### src/rtl/ramio_arbiter.sv
// Two-requester arbiter for a shared memory-mapped port: round-robin grant, optional
// lock ownership bounded by LOCK_MAX cycles, and one-cycle-latency read return routing.
module ramio_arbiter #(
    parameter int ADDR_WIDTH = 16,
    parameter int DATA_WIDTH = 32,
    parameter int LOCK_MAX   = 64
) (
    input  logic                  clk,
    input  logic                  rst,
    input  logic                  m0_req,
    input  logic                  m0_lock,
    input  logic [1:0]            m0_we,
    input  logic [2:0]            m0_re,
    input  logic [ADDR_WIDTH+1:0] m0_addr,
    input  logic [DATA_WIDTH-1:0] m0_din,
    output logic                  m0_gnt,
    output logic                  m0_rvalid,
    output logic [DATA_WIDTH-1:0] m0_dout,
    input  logic                  m1_req,
    input  logic                  m1_lock,
    input  logic [1:0]            m1_we,
    input  logic [2:0]            m1_re,
    input  logic [ADDR_WIDTH+1:0] m1_addr,
    input  logic [DATA_WIDTH-1:0] m1_din,
    output logic                  m1_gnt,
    output logic                  m1_rvalid,
    output logic [DATA_WIDTH-1:0] m1_dout,
    output logic [1:0]            weA,
    output logic [2:0]            reA,
    output logic [ADDR_WIDTH+1:0] addrA,
    output logic [DATA_WIDTH-1:0] dinA,
    input  logic [DATA_WIDTH-1:0] doutA,
    output logic                  lock_err
);

    localparam int CW = (LOCK_MAX > 1) ? $clog2(LOCK_MAX) : 1;
    localparam logic [CW-1:0] CNT_LAST = CW'(LOCK_MAX - 1);

    typedef enum logic [1:0] {
        IDLE = 2'd0,
        OWN0 = 2'd1,
        OWN1 = 2'd2
    } state_t;

    state_t        state_r;
    logic          ptr_r;        // last requester granted; 1 after reset so m0 wins first tie
    logic [CW-1:0] cnt_r;
    logic          pend_valid_r;
    logic          pend_id_r;

    logic          gnt0_s;
    logic          gnt1_s;
    logic          own_lock_s;
    logic          lock_err_s;
    logic [1:0]    we_sel_s;
    logic [2:0]    re_sel_s;
    logic          rd_issue_s;

    // Grant selection: owner-exclusive while locked, round-robin on ties when idle
    always_comb begin
        gnt0_s = 1'b0;
        gnt1_s = 1'b0;
        if (rst) begin
            gnt0_s = 1'b0;
            gnt1_s = 1'b0;
        end else begin
            case (state_r)
                IDLE: begin
                    if (m0_req && m1_req) begin
                        gnt0_s = ptr_r;
                        gnt1_s = ~ptr_r;
                    end else begin
                        gnt0_s = m0_req;
                        gnt1_s = m1_req;
                    end
                end
                OWN0:    gnt0_s = m0_req;
                OWN1:    gnt1_s = m1_req;
                default: gnt0_s = 1'b0;
            endcase
        end
    end

    // Forced release fires only when the owner still wants to keep the lock at the limit
    always_comb begin
        own_lock_s = 1'b0;
        case (state_r)
            OWN0:    own_lock_s = m0_lock;
            OWN1:    own_lock_s = m1_lock;
            default: own_lock_s = 1'b0;
        endcase
        lock_err_s = !rst && (state_r != IDLE) && own_lock_s && (cnt_r == CNT_LAST);
    end

    // Downstream port mux; a combined write+read request issues only the write
    always_comb begin
        we_sel_s = 2'b00;
        re_sel_s = 3'b000;
        addrA    = '0;
        dinA     = '0;
        if (gnt0_s) begin
            we_sel_s = m0_we;
            re_sel_s = m0_re;
            addrA    = m0_addr;
            dinA     = m0_din;
        end else if (gnt1_s) begin
            we_sel_s = m1_we;
            re_sel_s = m1_re;
            addrA    = m1_addr;
            dinA     = m1_din;
        end else begin
            we_sel_s = 2'b00;
        end
        weA        = we_sel_s;
        reA        = (we_sel_s != 2'b00) ? 3'b000 : re_sel_s;
        rd_issue_s = (gnt0_s || gnt1_s) && (re_sel_s != 3'b000) && (we_sel_s == 2'b00);
    end

    // Ownership state, round-robin pointer, lock counter and read-pending tracking
    always_ff @(posedge clk) begin
        if (rst) begin
            state_r      <= IDLE;
            ptr_r        <= 1'b1;
            cnt_r        <= '0;
            pend_valid_r <= 1'b0;
            pend_id_r    <= 1'b0;
        end else begin
            pend_valid_r <= rd_issue_s;
            pend_id_r    <= gnt1_s;
            if (gnt0_s) begin
                ptr_r <= 1'b0;
            end else if (gnt1_s) begin
                ptr_r <= 1'b1;
            end else begin
                ptr_r <= ptr_r;
            end
            case (state_r)
                IDLE: begin
                    cnt_r <= '0;
                    if (gnt0_s && m0_lock) begin
                        state_r <= OWN0;
                    end else if (gnt1_s && m1_lock) begin
                        state_r <= OWN1;
                    end else begin
                        state_r <= IDLE;
                    end
                end
                OWN0, OWN1: begin
                    if (lock_err_s) begin
                        state_r <= IDLE;
                        ptr_r   <= (state_r == OWN1);
                        cnt_r   <= '0;
                    end else if (!own_lock_s) begin
                        state_r <= IDLE;
                        cnt_r   <= '0;
                    end else begin
                        cnt_r   <= cnt_r + CW'(1'b1);
                    end
                end
                default: begin
                    state_r <= IDLE;
                    cnt_r   <= '0;
                end
            endcase
        end
    end

    assign m0_gnt    = gnt0_s;
    assign m1_gnt    = gnt1_s;
    assign lock_err  = lock_err_s;
    assign m0_rvalid = pend_valid_r && !pend_id_r && !rst;
    assign m1_rvalid = pend_valid_r && pend_id_r && !rst;
    assign m0_dout   = m0_rvalid ? doutA : '0;
    assign m1_dout   = m1_rvalid ? doutA : '0;

endmodule

### config.mk
export PLATFORM = sky130hd
export DESIGN_NAME = ramio_arbiter
export DESIGN_NICKNAME = d
export VERILOG_FILES = /design/src/rtl/ramio_arbiter.sv
export SDC_FILE = /design/constraint.sdc
export NUM_CORES = 1
export LEC_CHECK = 0
export BUFFER_PORTS_ARGS = -buffer_cell sky130_fd_sc_hd__buf_2
export CAP_MARGIN = 20
export CORE_AREA = 2 2 106 108
export CTS_BUF_LIST = sky130_fd_sc_hd__clkbuf_2
export CTS_CLUSTER_SIZE = 10
export DETAILED_ROUTE_END_ITERATION = 10
export DIE_AREA = 0 0 108 110
export SLEW_MARGIN = 20
export SYNTH_ARGS = -nofsm -noshare
export SYNTH_HDL_FRONTEND = slang
export SYNTH_SLANG_ARGS = --single-unit
### constraint.sdc
create_clock -name clk -period 2.1 [get_ports clk]
set_clock_uncertainty 0.05 [all_clocks]
set_input_delay 0.105 -clock clk [delete_from_list [all_inputs] [get_ports clk]]
set_output_delay 0.105 -clock clk [all_outputs]
set_load 0.005 [all_outputs]
# Word-level counts from Yosys, hierarchy flattened

Cells that the tools add are included.

Add/subtract/negate cells: 1
Reduce and logical (&&, ||, !) cells: 22
Bitwise gates (word level): 3
Equality and inequality tests: 4
Muxes and demuxes: 27

Operators with widths:

| cell                  | count |
|---|---|
| $mux W32              | 4 |
| $mux W18              | 2 |
| $logic_and A1 B1 Y1   | 12 |
| $mux W2               | 6 |
| $mux W3               | 3 |
| $mux W1               | 8 |
| $add A6 B1 Y6 const B | 1 |
| $eq A6 B6 Y1 const B  | 1 |
| $pmux W1 S2           | 3 |
| $logic_not A2 Y1      | 2 |
| $pmux W2 S2           | 1 |
| $reduce_bool A2 Y1    | 2 |
| $reduce_or A4 Y1      | 1 |
| $ne A3 B3 Y1 const B  | 1 |
| $not A1 Y1            | 3 |
| $reduce_bool A3 Y1    | 1 |
| $eq A2 B1 Y1 const B  | 1 |
| $eq A2 B2 Y1 const B  | 1 |
| $logic_not A1 Y1      | 2 |
| $reduce_or A2 Y1      | 1 |
| $logic_or A1 B1 Y1    | 1 |

Word-level logic and storage cells: 62
Flip-flop bits (word level): 11

# Logic depth before layout (Yosys ltp)

Gate-level depths: netlist of the first run.

Word-level depth: 9
Gate-level depth with buffers: 7
Gate-level depth less buffers: 5

# Least setup slack after synthesis of the first run

No wires, ideal clock.

Path kind: register to register
Start point: register state_r[0]
End point: register ptr_r
Arrival time: 1.595 ns
Required time: 1.928 ns
Cell stages (with the launch flop): 6
Clock period less this slack: 1.767 ns
Path buffers: 0
Setup slack: 0.333 ns
Path through: dfxtp_1 inv_1 ha_1 nand4b_4 or4_1 a311o_1

Cells in the longest elaborated chain, start to end: 7
Elaborated cells between the ends (all ways): 17
Classes of those cells: eq/ne: 2; mux: 9; reduce/logical: 6

Ends and longest elaborated chain:

| what                                             | line | RTL |
|---|---|---|
| from (decl)                                      | 45   | `state_t state_r;` |
| from (signal assigned)                           | 122  | `state_r <= IDLE;` |
| from (signal assigned)                           | 141  | `state_r <= OWN0;` |
| from (signal assigned)                           | 143  | `state_r <= OWN1;` |
| $eq A2 B2 Y1 or $logic_not A2 Y1 (tied branches) | n/a  |  |
| $pmux W1 S2                                      | 67   | `case (state_r)` |
| $mux W1                                          | 63   | `if (rst) begin` |
| $mux W1                                          | 132  | `end else if (gnt1_s) begin` |
| $mux W1                                          | 130  | `if (gnt0_s) begin` |
| $mux W1                                          | 149  | `if (lock_err_s) begin` |
| $mux W1 (*)                                      | 137  | `case (state_r)` |
| to (signal assigned)                             | 135  | `ptr_r <= ptr_r;` |
| to (signal assigned)                             | 151  | `ptr_r <= (state_r == OWN1);` |
| to (decl)                                        | 46   | `logic ptr_r;` |

Mark *: on every way between the ends. The rest lies on a longest branch, timed or not.
A chain may end at the register's enable or synchronous reset.

# Worst setup path after layout of the first run

Start point: register state_r[1]
End point: output port dinA[12]

Cells in the longest elaborated chain, start to end: 5
Elaborated cells between the ends (all ways): 9
Classes of those cells: eq/ne: 2; mux: 6; reduce/logical: 1

Ends and longest elaborated chain:

| what                                             | line | RTL |
|---|---|---|
| $eq A2 B2 Y1 or $logic_not A2 Y1 (tied branches) | 67   |  |
| $pmux W1 S2                                      | 67   |  |
| $mux W1                                          | 63   |  |
| $mux W32                                         | 106  | `end else if (gnt1_s) begin` |
| $mux W32 (*)                                     | 101  | `if (gnt0_s) begin` |
| to (decl)                                        | 31   | `output logic [DATA_WIDTH-1:0] dinA,` |

Marked as above.

==> flow_metrics.tcl, run 1 <==
set metrics [dict create \
    power_density_nw_per_um2 250.1 \
    final_common_cell "buf_2" \
    gp_congestion 0.8477 \
    crit_chain "inv_4 > ha_4 > or3b_4 > and3_4 > buf_8 > o21ai_0 > buf_2" \
    setup_viol 10 \
    clkTransAtPathRegs_ns 0.13 \
    design_area_sq_um 4041 \
    violations "setup timing" \
    synthCells 353 \
    hp-class "primary input to flop" \
    dr.pass1.iters 4 \
    crit_path_max_incr_delay_ns 0.40 \
    syn_avg_cell_area_sq_um 6.338 \
    min-delay-start "m0_re[0]" \
    holdPathStages 3 \
    dpl_cell_area_sq_um 3715 \
    cts-root-buf "clkbuf_2" \
    die_w_um 108 \
    cts_buffer_depth 2 \
    synth_top_cell_area_share_pct 29.64 \
    dp_hpwl_um 8781 \
    yosys-top-cells-area "nand4_1, and2_1, dfxtp_1" \
    worst_slack_ns -0.02506 \
    r2r-end "ptr_r$_SDFF_PP1_" \
    vias 3967 \
    die_h_um 110 \
    worst-endpoint-arrival_ns 1.97 \
    total_power_mw 1.011 \
    hold_end "pend_valid_r$_SDFF_PP0_" \
    num_io_pins 272 \
    grt_pass1_wl_um 16860 \
    crit_type "flop to output pin" \
    r2r_start "state_r[0]$_SDFFE_PP0P_" \
    synth_nets 505 \
    cts_buffers 3 \
    cp.required_ns 1.95 \
    worstRegToRegCells 5 \
    worstPathMaxFanout 24 \
    syn_to_final_growth_pct 80.65 \
    start_util_pct 20.91 \
    num-nets-final 754 \
    grt_pass1_vias 3429 \
    tns_ns -0.1273 \
    cts_tree "yes" \
    post-route-period-util_pct 101.2 \
    max_freq_ghz 0.4706 \
    dieArea_sq_um 11880 \
    ys_seq_area_share_pct 9.843 \
    portBuffers 271 \
    viasPerCell 5.346 \
    dp_slack_ns 0.03501 \
    ys_types 40 \
    drtIter0Drc 317 \
    yosys.area.top_type "nand4_1" \
    yosysWarnings 0 \
    cts-hold-fix-buffers 0 \
    antenna_found_initial 1 \
    postRouteAntennaNets 0 \
    grt_max_degree 56 \
    r2r_slack_ns 0.27 \
    post-route-min-period_ns 2.125 \
    status "finished with violations" \
    drc 0 \
    maxCapViolCount 0 \
    slew_violations 0 \
    worstSetupStartpointType "flop" \
    rsz0062_at_grt "yes" \
    max_slew_margin_pct 69.83 \
    clk_latency_ns 0.29 \
    wl_um 12460 \
    ys_seq_elements 11 \
    grt_use_total_pct 17.74 \
    cts.sinks 11 \
    final_cell_mix "buf_2, nand4_1, and2_1" \
    peakVddDrop_mv 0.09313 \
    drive_gt1_share_pct 54.08 \
    leakage_nw 2.139 \
    crit_start "state_r[1]$_SDFFE_PP0P_" \
    worstMarginPinSlew_ns 0.4508 \
    whs_ns 0.07555 \
    final-hold-violation-count 0 \
    cts-htree-levels 1 \
    synth_area_sq_um 2237 \
    cp-end-kind "output pin" \
    core_area_sq_um 10700 \
    grt.overflow.total 0 \
    slowest_stage "or3b_4" \
    rows 38 \
    wl_per_cell_um 16.80 \
]
==> how the worst max path moves through the flow <==
stage / endpoint / slack (ns) / cells past startpoint
final: dinA[12] / -0.03 / 7
after global routing: dinA[20] / -0.07 / 7
after CTS: weA[1] / -0.03 / 7
after detailed placement: dinA[14] / 0.04 / 7
after global placement: dinA[14] / 0.10 / 7
after floorplan: ptr_r$_SDFF_PP1_ / 0.33 / 5
==> worst max-delay path: cells and delay by family, from the launching register on <==
kind / cells / cell delay [ns]
buf+inv: 3 / 0.36
flops: 1 / 0.38
fa+ha+maj: 1 / 0.15
simple gates: 2 / 0.62
compound gates: 1 / 0.16
==> cell usage after synthesis (all sizes together) <==
master	count
nand3	2
xnor2	1
nand3b	1
or3	3
nor3b	2
ha	4
or2	2
dfxtp	11
o211ai	1
and4b	1
and4	1
nor3	4
clkbuf	32
buf	17
a211oi	1
a311o	1
and3b	1
inv	7
nand4b	1
xor2	2
o21ai	54
a21oi	1
a21o	2
o32ai	2
a21boi	1
nor2b	5
nor2	5
and3	3
nand2	3
o22ai	4
nor4	1
o2111ai	4
and2	64
or3b	1
a22oi	1
nand4	106
or4	1
==> metal layers <==
layer / vias to the layer above / part of all wire [%] / track usage, %
met5: - / 0 / 0
met4: 0 / 1.8 / 6.777
met3: 19 / 8.8 / 1.646
met2: 251 / 54 / 35.71
met1: 1847 / 36 / 18.91
li1: 1850 / - / -
==> power breakdown <==
group          total, mW  internal, mW  switching [mW]
Sequential         0.220         0.214         0.00558
Clock              0.134        0.0430          0.0911
Combinational      0.657         0.308           0.349
==> registers in the layout (all words and copies together), names as in the netlist <==
name / flops
pend_id_r: 1
cnt_r: 6
pend_valid_r: 1
state_r: 2
ptr_r: 1
==> layout make-up <==
class                           instances  area (sq um)
Tap cell                              140         175.2
Clock inverter                          1         5.005
Multi-Input combinational cell        286          1917
Fill cell                            1140          6656
Antenna cell                            1         2.502
Timing Repair Buffer                  293          1673
Clock buffer                            3         15.01
Sequential cell                        11         222.7
Inverter                                7         31.28
==> through the flow <==
stage,utilization [%],instances
floorplan,-,353
CTS,35.91,734
global route,37.75,741
global placement,34.73,729
finish,37.78,742
detailed placement,34.73,729
==> cell families (layout without fill, tap and decap cells) <==
| group | count (synthesis) | count (layout) | synth area share (%) |
|---|---|---|---|
| flops | 11 | 11 | 9.843 |
| compound gates | 72 | 72 | 18.23 |
| simple gates | 207 | 207 | 58.17 |
| fa+ha+maj | 4 | 4 | 2.237 |
| xor+xnor | 3 | 3 | 1.175 |
| buf+inv | 56 | 304 | 10.35 |
| other cells | 0 | 1 | 0 |
==> repair_timing <==
item | in CTS | in global routing
setup endpoints to repair | 56 | 56
setup buffers | 0 | 4
resized for setup | 28 | 40
gates cloned | 1 | 3
pin swaps | 2 | 5
Note: power is estimated with default switching activity, not from simulation.
==> inputs of run 2 (changes only) <==
BUFFER_PORTS_ARGS = -buffer_cell sky130_fd_sc_hd__buf_4   (was -buffer_cell sky130_fd_sc_hd__buf_2)
SKIP_CTS_REPAIR_TIMING = 1   (was not set)
==> flow_metrics.tcl, run 2 (synthesized netlist as in run 1, its figures left out) <==
set metrics [dict create \
    gp_congestion 0.8246 \
    rsz0062_at_grt "yes" \
    largest_registers "cnt_r: 6 flops, state_r: 2 flops" \
    cts-htree-levels 1 \
    antenna_found_initial 0 \
    max_slew_margin_pct 69.98 \
    drtIter0Drc 290 \
    cpLargestDelayFamily "simple AND/OR/NAND/NOR gates" \
    slew_violations 0 \
    syn_to_final_growth_pct 118.0 \
    final_common_cell "buf_4" \
    crit_path_max_incr_delay_ns 0.39 \
    largest_reg_flops 6 \
    grt_pass1_wl_um 17600 \
    violations "setup timing" \
    top_register "cnt_r" \
    cts_buffers 3 \
    min-delay-start "m0_re[2]" \
    worstSetupStartpointType "flop" \
    grt_max_degree 59 \
    worstPathMaxFanout 22 \
    wl_per_cell_um 17.68 \
    leakage_nw 2.334 \
    peakVddDrop_mv 0.1271 \
    die_h_um 110 \
    clkTransAtPathRegs_ns 0.12 \
    final_cell_mix "buf_4, nand4_1, and2_1" \
    grt_pass1_vias 3512 \
    dieArea_sq_um 11880 \
    cp-end-kind "output pin" \
    drc 0 \
    wl_met1_um 4561 \
    num-nets-final 760 \
    r2r_start "state_r[0]$_SDFFE_PP0P_" \
    post-route-min-period_ns 2.107 \
    cts-root-buf "clkbuf_2" \
    n_antenna_cell 0 \
    post-route-period-util_pct 100.3 \
    rows 38 \
    slowest_stage "or3b_4" \
    start_util_pct 20.91 \
    max_freq_ghz 0.4746 \
    die_w_um 108 \
    worstMarginPinSlew_ns 0.4486 \
    grt.overflow.total 0 \
    wl_um 13210 \
    viasPerCell 5.339 \
    grt_use_total_pct 18.15 \
    power_density_nw_per_um2 239.2 \
    maxCapViolCount 0 \
    tns_ns -0.007023 \
    cp.required_ns 1.95 \
    dp_slack_ns 0.03781 \
    worst_slack_ns -0.007023 \
    status "finished with violations" \
    drive_gt1_share_pct 58.32 \
    cts.sinks 11 \
    whs_ns 0.05848 \
    worst-endpoint-arrival_ns 1.95 \
    crit_start "state_r[1]$_SDFFE_PP0P_" \
    dp_hpwl_um 9227 \
    num_io_pins 272 \
    cts_buffer_depth 2 \
    crit_chain "inv_4 > ha_4 > or3b_4 > and3_4 > buf_12 > o22ai_2 > buf_4" \
    final-hold-violation-count 0 \
    hp-class "primary input to flop" \
    fin_util_pct 45.59 \
    cts_tree "yes" \
    core_area_sq_um 10700 \
    crit_buf_inv 3 \
    setup_viol 1 \
    clk_latency_ns 0.27 \
    dr.pass1.iters 5 \
    vias 3988 \
    portBuffers 271 \
    top_layer "met4" \
    met2RoutedLength_um 7012 \
    crit_type "flop to output pin" \
    postRouteAntennaNets 0 \
    dr_wl_met3_um 1370 \
]
==> run 2: cell count changes in the layout (fill, tap and decap cells not counted), sizes merged <==
cell | before | now
buf | 289 | 295
bufbuf | 1 | 0
clkbuf | 6 | 7
diode | 1 | 0
==> run 2: final timing paths <==
check	end	slack, ns	depth (start not counted)
worst min-delay path	pend_valid_r$_SDFF_PP0_	0.06	3
worst max register to register	ptr_r$_SDFF_PP1_	0.25	5
worst min register to register	cnt_r[0]$_SDFF_PP0_	0.42	1
worst max-delay path	reA[1]	-0.007	7
==> run 2: power breakdown <==
part / total (mW) / leakage [nW] / internal [mW] / switching [mW]
registers: 0.219 / 0.0901 / 0.214 / 0.00474
logic: 0.823 / 2.23 / 0.448 / 0.375
clock network: 0.125 / 0.0164 / 0.0431 / 0.0819
total: 1.17 / 2.33 / 0.705 / 0.461
==> run 2: area by class of cell <==
cell class / instances / area, sq um
flip-flops and latches: 11 / 222.7
clock buffers: 3 / 15.01
fillers: 1046 / 5821
repair buffers: 299 / 2421
well taps: 140 / 175.2
multi-input cells: 286 / 2009
inverters: 7 / 28.78
clock inverters: 1 / 5.005
==> run 2: metal layers <==
metal	GRT usage (%)	up-vias
li1	-	1859
met1	19.97	1854
met2	35.27	251
met3	3.292	24
met4	5.403	0
met5	0	-
==> run 2: worst min-delay path: cells and delay by family <==
kind | cells | cell delay (ns)
buffers and inverters | 1 | 0.08
AOI/OAI and AO/OA | 1 | 0.11
and+or+nand+nor | 1 | 0.04
==> run 2: stage by stage <==
step,instance area (sq um),std cells,total power [mW]
final,4877,747,1.167
after detailed placement,4453,732,0.9194
after CTS,4473,736,1.045
after floorplan,2237,353,0.4787
after global placement,4453,732,0.9148
after global routing,4877,747,1.231
